`config.mk`:
```
export PLATFORM = sky130hd
export DESIGN_NAME = multicycle_control
export DESIGN_NICKNAME = d
export VERILOG_FILES = /design/src/rtl/multicycle_ctrl_pkg.sv /design/src/rtl/multicycle_control_alu_decoder.sv /design/src/rtl/multicycle_control.sv
export SDC_FILE = /design/constraint.sdc
export NUM_CORES = 1
export LEC_CHECK = 0
export ABC_AREA = 1
export CAP_MARGIN = 20
export CORE_MARGIN = 2
export CORE_UTILIZATION = 32
export CTS_CLUSTER_SIZE = 20
export DETAILED_ROUTE_END_ITERATION = 12
export PLACE_DENSITY = 0.76
export SLEW_MARGIN = 5
export SYNTH_ARGS = -nofsm -noshare
export SYNTH_HDL_FRONTEND = slang
export SYNTH_SLANG_ARGS = --single-unit
```
`constraint.sdc`:
```
create_clock -name clk -period 1.4 [get_ports clk]
set_input_delay 0.21 -clock clk [delete_from_list [all_inputs] [get_ports clk]]
set_output_delay 0.21 -clock clk [all_outputs]
set_load 0.02 [all_outputs]
```
`src/rtl/multicycle_ctrl_pkg.sv`:
```
// multicycle_ctrl_pkg: state encoding, opcodes, ALU codes and ALUSrcB selects for the multicycle RV32I control.
package multicycle_ctrl_pkg;
  typedef enum logic [3:0] {
    S_FETCH    = 4'd0,
    S_DECODE   = 4'd1,
    S_MEMADR   = 4'd2,
    S_MEMRD    = 4'd3,
    S_MEMWB    = 4'd4,
    S_MEMWR    = 4'd5,
    S_EXEC_R   = 4'd6,
    S_RTYPE_WB = 4'd7,
    S_EXEC_I   = 4'd8,
    S_ITYPE_WB = 4'd9,
    S_BRANCH   = 4'd10,
    S_BR_NT    = 4'd11,
    S_ILLEGAL  = 4'd12
  } state_t;
  localparam logic [6:0] OPC_LOAD   = 7'b0000011;
  localparam logic [6:0] OPC_STORE  = 7'b0100011;
  localparam logic [6:0] OPC_OP     = 7'b0110011;
  localparam logic [6:0] OPC_OP_IMM = 7'b0010011;
  localparam logic [6:0] OPC_BRANCH = 7'b1100011;
  localparam logic [3:0] ALU_AND = 4'b0000;
  localparam logic [3:0] ALU_OR  = 4'b0001;
  localparam logic [3:0] ALU_ADD = 4'b0010;
  localparam logic [3:0] ALU_SUB = 4'b0110;
  localparam logic [1:0] SRCB_REG  = 2'b00;
  localparam logic [1:0] SRCB_FOUR = 2'b01;
  localparam logic [1:0] SRCB_IMM  = 2'b10;
  // Byte step the datapath applies when ALUSrcB selects the constant.
  localparam int PC_INC = 4;
endpackage

```
`src/rtl/multicycle_control_alu_decoder.sv`:
```
// alu_decoder: maps R-type funct fields to an ALU operation and flags unsupported funct3.
module alu_decoder
  import multicycle_ctrl_pkg::*;
(
  input  logic       is_rtype,
  input  logic [2:0] funct3,
  input  logic       funct7_5,
  output logic [3:0] alu_ctrl,
  output logic       illegal_funct
);
  assign alu_ctrl = !is_rtype             ? ALU_ADD :
                    funct3 == 3'b111      ? ALU_AND :
                    funct3 == 3'b110      ? ALU_OR  :
                    (funct3 == 3'b000 && funct7_5) ? ALU_SUB : ALU_ADD;
  assign illegal_funct = is_rtype && !(funct3 inside {3'b000, 3'b110, 3'b111});
endmodule

```
`src/rtl/multicycle_control.sv`:
```
// multicycle_control: main Moore control FSM sequencing the multicycle RV32I datapath.
// Optional performance counters are enabled with MULTICYCLE_CTRL_PERF_EN.
module multicycle_control
  import multicycle_ctrl_pkg::*;
(
  input  logic       clk,
  input  logic       reset,
  input  logic [6:0] opcode,
  input  logic [2:0] funct3,
  input  logic       funct7_5,
  input  logic       zero,
  output logic       pc_write,
  output logic       iord,
  output logic       mem_read,
  output logic       mem_write,
  output logic       ir_write,
  output logic       mem_to_reg,
  output logic       reg_write,
  output logic       alu_src_a,
  output logic [1:0] alu_src_b,
  output logic       pc_source,
  output logic [3:0] alu_ctrl,
  output logic [3:0] state,
  output logic       instr_done,
  output logic       illegal
`ifdef MULTICYCLE_CTRL_PERF_EN
  ,
  output logic [31:0] cycle_count,
  output logic [31:0] instr_count
`endif
);
  state_t     state_q, state_d;
  logic [3:0] dec_alu_ctrl;
  logic       illegal_funct;
  logic       pc4;

  alu_decoder u_alu_decoder (
    .is_rtype     (opcode == OPC_OP),
    .funct3       (funct3),
    .funct7_5     (funct7_5),
    .alu_ctrl     (dec_alu_ctrl),
    .illegal_funct(illegal_funct)
  );

  always_ff @(posedge clk or negedge reset)
    if (!reset) state_q <= S_FETCH;
    else        state_q <= state_d;

  always_comb begin
    state_d    = state_q;
    pc_write   = 1'b0;
    iord       = 1'b0;
    mem_read   = 1'b0;
    mem_write  = 1'b0;
    ir_write   = 1'b0;
    mem_to_reg = 1'b0;
    reg_write  = 1'b0;
    alu_src_a  = 1'b0;
    alu_src_b  = SRCB_REG;
    pc_source  = 1'b0;
    alu_ctrl   = ALU_ADD;
    instr_done = 1'b0;
    illegal    = 1'b0;
    pc4        = 1'b0;
    case (state_q)
      S_FETCH: begin
        mem_read = 1'b1;
        ir_write = 1'b1;
        state_d  = S_DECODE;
      end
      S_DECODE: begin
        alu_src_b = SRCB_IMM;
        state_d   = (opcode == OPC_LOAD || opcode == OPC_STORE) ? S_MEMADR :
                    opcode == OPC_OP     ? S_EXEC_R :
                    opcode == OPC_OP_IMM ? S_EXEC_I :
                    opcode == OPC_BRANCH ? S_BRANCH : S_ILLEGAL;
      end
      S_MEMADR: begin
        alu_src_a = 1'b1;
        alu_src_b = SRCB_IMM;
        state_d   = opcode == OPC_LOAD ? S_MEMRD : S_MEMWR;
      end
      S_MEMRD: begin
        mem_read = 1'b1;
        iord     = 1'b1;
        state_d  = S_MEMWB;
      end
      S_MEMWB: begin
        reg_write  = 1'b1;
        mem_to_reg = 1'b1;
        pc4        = 1'b1;
      end
      S_MEMWR: begin
        mem_write = 1'b1;
        iord      = 1'b1;
        pc4       = 1'b1;
      end
      S_EXEC_R: begin
        alu_src_a = 1'b1;
        alu_ctrl  = dec_alu_ctrl;
        state_d   = illegal_funct ? S_ILLEGAL : S_RTYPE_WB;
      end
      S_RTYPE_WB, S_ITYPE_WB: begin
        reg_write = 1'b1;
        pc4       = 1'b1;
      end
      S_EXEC_I: begin
        alu_src_a = 1'b1;
        alu_src_b = SRCB_IMM;
        state_d   = S_ITYPE_WB;
      end
      // Taken branch retires here; the only Mealy-style outputs in the FSM.
      S_BRANCH: begin
        alu_src_a  = 1'b1;
        alu_ctrl   = ALU_SUB;
        pc_write   = zero;
        pc_source  = zero;
        instr_done = zero;
        state_d    = zero ? S_FETCH : S_BR_NT;
      end
      S_BR_NT:   pc4 = 1'b1;
      S_ILLEGAL: illegal = 1'b1;
      default:   state_d = S_FETCH;
    endcase
    if (pc4) begin
      pc_write   = 1'b1;
      alu_src_b  = SRCB_FOUR;
      instr_done = 1'b1;
      state_d    = S_FETCH;
    end
  end

  assign state = state_q;

`ifdef MULTICYCLE_CTRL_PERF_EN
  logic [31:0] cycle_count_q, cycle_count_d, instr_count_q, instr_count_d;

  always_comb begin
    cycle_count_d = state_q != S_ILLEGAL ? cycle_count_q + 32'd1 : cycle_count_q;
    instr_count_d = instr_done ? instr_count_q + 32'd1 : instr_count_q;
  end

  always_ff @(posedge clk or negedge reset)
    if (!reset) begin
      cycle_count_q <= '0;
      instr_count_q <= '0;
    end else begin
      cycle_count_q <= cycle_count_d;
      instr_count_q <= instr_count_d;
    end

  assign cycle_count = cycle_count_q;
  assign instr_count = instr_count_q;
`endif
endmodule

```
==> flow_metrics.env <==
export IMPL_core_sq_um=1670
export IMPL_fin_crit_sh_pct=116
export IMPL_antenna_found_initial=0
export IMPL_arrival_ns=1.42
export IMPL_antennaDiodeCount=0
export IMPL_avgRoutedWirePerCell_um=12.6
export IMPL_antenna_left=0
export IMPL_ios=35
export IMPL_cpPeakStageDelay_ns=0.40
export IMPL_synth_top_family_by_area="simple AND/OR/NAND/NOR gates"
export IMPL_highest_layer="met4"
export IMPL_tns_ns=-2.01
export IMPL_violations="setup timing"
export IMPL_ys_ff_latch=4
export IMPL_rsz0062_at_grt="true"
export IMPL_irDropWorstVdd_mv=0.934
export IMPL_rr_startpoint="state[1]$_DFFE_PN0P_"
export IMPL_synth_area_sq_um=554
export IMPL_via_count=884
export IMPL_fmax_ghz=0.615
export IMPL_die_width_um=45.6
export IMPL_io_buffers=33
export IMPL_synthCells=94
export IMPL_cts_root_buf="clkbuf_4"
export IMPL_synth_area_mux_share_pct=0
export IMPL_routed_wl_mm=2.25
export IMPL_rows=15
export IMPL_postCtsHoldBufs=0
export IMPL_drtIter0Drc=14
export IMPL_cts_clk_slew_worst_paths_ns=0.04
export IMPL_powerDensity_nw_per_um2=1620
export IMPL_cts_tree="yes"
export IMPL_min_path_type="in -> async"
export IMPL_wl_met2_mm=1.29
export IMPL_clock_skew_ns=0.00596
export IMPL_dpl_cell_area_sq_um=1090
export IMPL_worst_setup_path_end_kind="output port"
export IMPL_critPathRequiredTime_ns=1.19
export IMPL_syn_num_nets=108
export IMPL_crit_fanout=3
export IMPL_die_area_sq_um=2080
export IMPL_synth_adder_area_share_pct=0
export IMPL_slowest_stage="dfrtp_2"
export IMPL_wl_met3_um=82
export IMPL_design_area_sq_um=1260
export IMPL_synth_compound_area_share_pct=15.3
export IMPL_finalMaxSlewViolations=0
export IMPL_drt_met1_wl_um=812
export IMPL_final_setup_viol_count=15
export IMPL_maxCapViolations=0
export IMPL_crit_start="state[1]$_DFFE_PN0P_"
export IMPL_grt_use_total_pct=22.6
export IMPL_dp_hpwl_mm=1.50
export IMPL_drive_gt1_share_pct=56.5
export IMPL_synth_simple_area_share_pct=49.7
export IMPL_critical_path_class="reg -> out"
export IMPL_rrSetupSlack_ns=0.06
export IMPL_nets=177
export IMPL_reg2reg_depth=9
export IMPL_area_delta_synth_final_pct=127
export IMPL_grt_max_degree=6
export IMPL_overflow=0
export IMPL_h_tree_depth=1
export IMPL_ys_types=20
export IMPL_gp_congestion=0.872
export IMPL_insertion_delay_ns=0.24
export IMPL_power_mw=2.04
export IMPL_largest_reg_flops=4
export IMPL_leakage_nw=0.625
export IMPL_fin_crit_ns=1.63
export IMPL_r2r_end="state[1]$_DFFE_PN0P_"
export IMPL_vias_per_cell=4.97
export IMPL_worstSetupStartpointType="register"
export IMPL_syn_avg_cell_area_sq_um=5.90
export IMPL_cts_buffers=3
export IMPL_yosysWarnings=0
export IMPL_path_cells="inv_4 > nor2_4 > inv_2 > nand3_2 > o21ai_2 > or2_4 > buf_4"
export IMPL_status="complete, but fails checks"
export IMPL_numClockSinks=4
export IMPL_grt_pass1_wl_mm=3.37
export IMPL_clk_path_buf_depth=2
export IMPL_preCtsSetupSlack_ns=-0.690
export IMPL_grt_pass1_vias=823
export IMPL_final_setup_worst_slack_ns=-0.226
export IMPL_synthXorXnorAreaFrac_pct=0
export IMPL_initial_core_util_pct=33.2
export IMPL_drc_errors=0
export IMPL_dr_pass1_iters=5
export IMPL_die_y_um=45.6
export IMPL_hold_viol_final=0
export IMPL_yosysSeqAreaShare_pct=18.1
## logic make-up after synthesis
family / count (synthesis)
other: 1
flip-flops: 4
AND/OR/NAND/NOR: 54
AO/OA/AOI/OAI: 14
buffers and inverters: 21
## area by class of cell
type | count | area (sq um)
timing repair buffer | 67 | 574
multi-input combinational | 69 | 462
fill | 132 | 413
sequential | 4 | 105
inverter | 18 | 72.6
clock buffer | 3 | 22.5
tap | 17 | 21.3
## cells in the mapped netlist
| library cell | instances | share of area [%] |
|---|---|---|
| a21oi_1 | 7 | 6.3 |
| buf_4 | 3 | 4.1 |
| conb_1 | 1 | 0.68 |
| dfrtp_1 | 4 | 18 |
| inv_1 | 16 | 11 |
| inv_2 | 2 | 1.4 |
| nand2_1 | 18 | 12 |
| nand2_2 | 1 | 1.1 |
| nand2_4 | 1 | 2.0 |
| nand3_1 | 6 | 5.4 |
| nand3_2 | 2 | 3.6 |
| nand4_1 | 3 | 3.4 |
| nor2_1 | 15 | 10 |
| nor2_2 | 4 | 4.5 |
| nor2_4 | 3 | 6.1 |
| o211ai_1 | 2 | 2.7 |
| o21ai_0 | 1 | 0.90 |
| o21ai_2 | 2 | 3.2 |
| o22ai_1 | 2 | 2.3 |
| or2_1 | 1 | 1.1 |
## per-stage QoR
step | instances | utilization [%] | hold slack (ns)
after CTS | 176 | 69.1 | 0.171
final | 178 | 75.3 | 0.170
after global routing | 178 | 75.3 | 0.173
after floorplan | 94 | - | -0.0856
after global placement | 164 | 65.2 | 0.412
after detailed placement | 164 | 65.2 | 0.425
## power by group
group | switching (mW) | leakage, nW | internal [mW]
combinational | 0.890 | 0.565 | 0.750
clock | 0.0497 | 0.0138 | 0.0960
sequential | 0.0852 | 0.0461 | 0.167
## repair_timing
action | in CTS | in global routing
resized for setup | 88 | 26
pin swaps | 7 | 5
buffers inserted | 9 | 2
cloned | 0 | 0
setup endpoints to repair | 20 | 18
## critical path, delay by kind of cell, from the launching register on
kind                   cells  cell delay [ns]
buffers and inverters      3             0.29
AO/OA/AOI/OAI              1             0.06
flip-flops                 1             0.40
AND/OR/NAND/NOR            3             0.44
## layer usage
metal / vias up / global-route usage [%]
li1: 431 / -
met1: 399 / 22.8
met2: 43 / 43.9
met3: 11 / 2.38
met4: 0 / 12.4
met5: - / 0
## worst max path at each step
stage,end,depth (start not counted)
CTS,instr_done,7
global placement,alu_ctrl[2],7
detailed placement,alu_ctrl[2],8
floorplan,pc_write,5
finish,instr_done,7
global route,instr_done,7
## layout by cell type, fill, tap and decap left out, types with 6 or more instances in the layout
cell	instances
buf_6	8
nand2_1	15
nor2_1	10
buf_4	39
nand3_1	6
inv_1	12
nor2_4	9
clkdlybuf4s50_1	9
dlygate4sd2_1	6
(Power assumes the default switching activity.)
